--- config.mk ---
export PLATFORM = sky130hd
export DESIGN_NAME = btn_debounce_sync
export DESIGN_NICKNAME = d
export VERILOG_FILES = /design/src/rtl/btn_debounce_sync.sv
export SDC_FILE = /design/constraint.sdc
export NUM_CORES = 1
export LEC_CHECK = 0
export BUFFER_PORTS_ARGS = -buffer_cell sky130_fd_sc_hd__buf_2
export CELL_PAD_IN_SITES_DETAIL_PLACEMENT = 1
export CELL_PAD_IN_SITES_GLOBAL_PLACEMENT = 1
export CORE_ASPECT_RATIO = 1.25
export CORE_MARGIN = 1.5
export CORE_UTILIZATION = 30
export DETAILED_ROUTE_END_ITERATION = 10
export GPL_ROUTABILITY_DRIVEN = 0
export PLACE_DENSITY = 0.51
export SLEW_MARGIN = 10
export SYNTH_ARGS = -nofsm -noshare
export SYNTH_HDL_FRONTEND = slang
export SYNTH_SLANG_ARGS = --single-unit
--- constraint.sdc ---
create_clock -name clk -period 1.95 [get_ports clk]
set_input_delay 0.39 -clock clk [delete_from_list [all_inputs] [get_ports clk]]
set_output_delay 0.39 -clock clk [all_outputs]
set_load 0.02 [all_outputs]
--- src/rtl/btn_debounce_sync.sv ---
`default_nettype none
// ============================================================================
//  Module      : btn_debounce_sync
//  Description : Synchronises and debounces N asynchronous push-button inputs
//                against a shared divided tick; emits clean levels and
//                single-cycle rise/fall pulses.
//  Revision    : 1.0 - initial release
// ============================================================================
module btn_debounce_sync #(
    parameter int N_BTN        = 4,
    parameter int TICK_DIV     = 100000,
    parameter int STABLE_TICKS = 10
) (
    input  logic             clk,
    input  logic             rst_n,
    input  logic [N_BTN-1:0] btn_raw,
    output logic [N_BTN-1:0] btn_db,
    output logic [N_BTN-1:0] btn_rise,
    output logic [N_BTN-1:0] btn_fall,
    output logic             tick
);

    localparam int c_TICK_W = (TICK_DIV > 1) ? $clog2(TICK_DIV) : 1;
    localparam int c_CNT_W  = $clog2(STABLE_TICKS + 1);

    localparam logic [c_TICK_W-1:0] c_TICK_LAST = c_TICK_W'(TICK_DIV - 1);
    localparam logic [c_TICK_W-1:0] c_TICK_ONE  = c_TICK_W'(1);
    localparam logic [c_CNT_W-1:0]  c_CNT_LAST  = c_CNT_W'(STABLE_TICKS - 1);
    localparam logic [c_CNT_W-1:0]  c_CNT_ONE   = c_CNT_W'(1);

    logic [c_TICK_W-1:0] r_tick_cnt;
    logic                r_run;
    logic                w_tick;
    logic [N_BTN-1:0]    r_sync1;
    logic [N_BTN-1:0]    r_sync2;

    // r_run keeps tick low while in reset even when TICK_DIV == 1.
    always_ff @(posedge clk or negedge rst_n) begin
        if (!rst_n) begin
            r_tick_cnt <= '0;
            r_run      <= 1'b0;
        end else begin
            r_run <= 1'b1;
            if (r_tick_cnt == c_TICK_LAST) begin
                r_tick_cnt <= '0;
            end else begin
                r_tick_cnt <= r_tick_cnt + c_TICK_ONE;
            end
        end
    end

    assign w_tick = r_run & (r_tick_cnt == c_TICK_LAST);
    assign tick   = w_tick;

    always_ff @(posedge clk or negedge rst_n) begin
        if (!rst_n) begin
            r_sync1 <= '0;
            r_sync2 <= '0;
        end else begin
            r_sync1 <= btn_raw;
            r_sync2 <= r_sync1;
        end
    end

    generate
        for (genvar i = 0; i < N_BTN; i++) begin : g_chan
            logic [c_CNT_W-1:0] r_cnt;
            logic               r_db;
            logic               r_rise;
            logic               r_fall;

            // Any return of s2 to the accepted level restarts qualification.
            always_ff @(posedge clk or negedge rst_n) begin
                if (!rst_n) begin
                    r_cnt  <= '0;
                    r_db   <= 1'b0;
                    r_rise <= 1'b0;
                    r_fall <= 1'b0;
                end else begin
                    r_rise <= 1'b0;
                    r_fall <= 1'b0;
                    if (r_sync2[i] == r_db) begin
                        r_cnt <= '0;
                    end else if (w_tick) begin
                        if (r_cnt == c_CNT_LAST) begin
                            r_db   <= r_sync2[i];
                            r_cnt  <= '0;
                            r_rise <= r_sync2[i];
                            r_fall <= ~r_sync2[i];
                        end else begin
                            r_cnt <= r_cnt + c_CNT_ONE;
                        end
                    end
                end
            end

            assign btn_db[i]   = r_db;
            assign btn_rise[i] = r_rise;
            assign btn_fall[i] = r_fall;
        end
    endgenerate

endmodule
`default_nettype wire
==> flow_metrics.tcl <==
set metrics [dict create \
    crit_slowest_cell "dfrtp_1" \
    fin_util_pct 37.67 \
    fin_tns_setup_ns -0.0009941 \
    dpl-instance-area_um2 2820 \
    grt_pass1_wl_um 9183 \
    grt_pass1_vias 1898 \
    portBuffers 18 \
    fill_cells 918 \
    grt_max_degree 55 \
    yosys_warnings 0 \
    total_power_mw 2.120 \
    power_leakage_nw 1.451 \
    drv_cap 0 \
    syn_area_per_cell_um2 10.88 \
    ys_types 33 \
    fmax_ghz 0.5126 \
    die_h_um 106.7 \
    endpoint_kind "output port" \
    coreArea_um2 8287 \
    p_seq_share_pct 53.5 \
    r2r_end "g_chan[2].r_cnt[1]" \
    row_count 37 \
    cts-htree-levels 2 \
    power_frac_comb_pct 2.8 \
    cts_tree "yes" \
    max-slew-margin-rel_pct 65.29 \
    wl_um 5471 \
    holdWs_ns 0.05749 \
    antenna_found_initial 0 \
    critPathBufInv 2 \
    vias 1819 \
    viasPerCell 4.890 \
    worstRegToRegCells 7 \
    clock_path_buffers 2 \
    drt_iter0_markers 55 \
    grt_setup_unrepaired "yes" \
    p_switching_uw 428.0 \
    worstSetupPathType "flip-flop to output port" \
    synth_area_um2 2579 \
    p_per_area_nw_per_um2 679.2 \
    hp-class "primary input to async pin" \
    vdd_drop_max_v 0.0003194 \
    die_w_um 85.93 \
    crit_top_cell "and4_4" \
    fin_ws_ns -0.0009941 \
    violations "negative setup slack" \
    tightest_slew_ns 0.5169 \
    syn_nets 252 \
    pwr-share-clk_pct 43.7 \
    grtUsageTotal_pct 12.79 \
    ff2ff_setup_slack_ns 0.07 \
    slowest_delay_ns 0.38 \
    holdBufCountCts 0 \
    worstReg2RegStart "r_tick_cnt[0]" \
    ant_nets 0 \
    cp_data_required_time_ns 1.56 \
    wire_per_inst_um 14.71 \
    cp-start-kind "flip-flop" \
    ys_seq_area_share_pct 52.40 \
    synthArstFlopShare_pct 100.0 \
    areaGrowthSynthToFinish_pct 21.06 \
    n_antenna_cell 0 \
    numCtsBuffers 5 \
    clk_pin_slew_ns 0.10 \
    cp_top_family "simple AND/OR/NAND/NOR gates" \
    cp_data_arrival_time_ns 1.56 \
    syn_inst 237 \
    period_needed_ns 1.951 \
    hold_viol_final 0 \
    setup_violations 1 \
    initial_core_util_pct 31.12 \
    status "finished, violations left" \
    finalCritPeriodShare_pct 100.1 \
    cts_sinks 54 \
    root_buffer "clkbuf_8" \
    die-area_um2 9164 \
    clk_latency_ns 0.31 \
    ys.flop_type "dfrtp_1" \
    ios 19 \
    synth_edf_count 0 \
    first_pass_iters 4 \
    layout-drive-gt1-share_pct 30.18 \
    swShare_pct 20.19 \
    gr-total-overflow 0 \
    fin_nets 289 \
    worst_clock_skew_ns 0.008115 \
    yosys_register_bits 54 \
    drcViolationCount 0 \
    final_area_um2 3122 \
    worstPathCellList "ha_2, and4_4, and4_4, nand2_2, inv_2, buf_6" \
    path_max_fanout 2 \
    p_int_mw 1.692 \
    slew_violations 0 \
    dp.final_hpwl_um 3743 \
]
cell usage after synthesis (all sizes together) (4+ instances only):
| cell type | count | area (µm²) |
|---|---|---|
| a21oi | 8 | 40.04 |
| a31o | 4 | 35.03 |
| a31oi | 4 | 25.02 |
| and3 | 4 | 25.02 |
| and4 | 4 | 35.03 |
| buf | 15 | 111.4 |
| clkbuf | 5 | 18.77 |
| dfrtp | 54 | 1351 |
| ha | 9 | 112.6 |
| inv | 8 | 30.03 |
| mux2 | 4 | 45.04 |
| nand2 | 15 | 56.30 |
| nand3 | 11 | 55.05 |
| nand4 | 6 | 43.79 |
| nor2 | 12 | 45.04 |
| nor3 | 13 | 65.06 |
| nor3b | 8 | 60.06 |
| o21ai | 10 | 50.05 |
| or4 | 8 | 60.06 |
| xnor2 | 10 | 87.58 |
| xor2 | 9 | 78.83 |
layout make-up:
cell class              count  area, µm²  area share (%)
clock buffers               6      82.58           2.645
flip-flops and latches     54       1354           43.37
inverters                   8      30.03          0.9619
repair buffers             50      365.4           11.70
multi-input cells         155       1109           35.51
clock inverters             2      60.06           1.924
well taps                  97      121.4           3.888
worst max path at each step:
stage | end | start | slack [ns] | cells after the start
global route | tick | r_tick_cnt[12] | -0.06 | 5
global placement | g_chan[1].r_cnt[1] | r_tick_cnt[0] | 0.08 | 6
detailed placement | g_chan[1].r_cnt[1] | r_tick_cnt[0] | 0.04 | 6
floorplan | g_chan[0].r_cnt[0] | r_tick_cnt[0] | 0.19 | 6
finish | tick | r_tick_cnt[0] | -0.001 | 6
CTS | tick | r_tick_cnt[0] | 0.002 | 6
layer usage:
metal,up-vias,track usage [%],wire (µm)
li1,900,-,-
met3,7,2.540,86
met5,-,0,0
met1,902,15.18,2394
met2,10,22.78,2908
met4,0,4.493,83
kinds of logic after synthesis:
group                      synth area share [%]
AOI/OAI and AO/OA                         7.569
xor gates and xnor gates                  6.453
adders and majority gates                 4.367
buffers and inverters                     6.211
DFF                                       52.40
muxes                                     2.523
other                                    0.1454
and+or+nand+nor                           20.33
placed cells by master, fill, tap and decap left out, drive strengths merged, types with 4 or more instances in the layout:
master,count
nand3,11
nor3,13
inv,8
a31o,4
xor2,9
xnor2,10
nand4,6
buf,50
nor3b,8
a31oi,4
ha,9
clkbuf,6
and3,4
nand2,15
a21oi,8
and4,4
o21ai,10
mux2,4
dfrtp,54
or4,8
nor2,12
state kept, by name (all words and copies together), names as in the netlist:
register       flops
r_sync2            4
r_tick_cnt        17
g_chan.r_cnt      16
r_sync1            4
g_chan.r_fall      4
g_chan.r_rise      4
g_chan.r_db        4
r_run              1
through the flow:
step,cells,worst slack [ns]
after detailed placement,350,0.04268
after floorplan,237,0.1918
after global placement,350,0.07925
after CTS,364,0.001531
final,372,-0.0009941
after global routing,372,-0.06092
power groups by stage:
| stage | combinational [mW] | sequential (mW) | clock [mW] |
|---|---|---|---|
| 2_1_floorplan | 0.0186 | 1.16 | 0 |
| 3_3_place_gp | 0.0614 | 1.16 | 0 |
| 3_5_place_dp | 0.0615 | 1.16 | 0 |
| 4_1_cts | 0.0620 | 1.14 | 0.969 |
| 5_1_grt | 0.0679 | 1.14 | 1.01 |
| 6_report | 0.0595 | 1.14 | 0.926 |
timing repair:
action	in CTS	in global routing
gates resized for setup	9	9
setup buffers	6	8
endpoints found under the setup margin	1	9
pin swaps	3	6
Note: power is estimated with default switching activity, not from simulation.
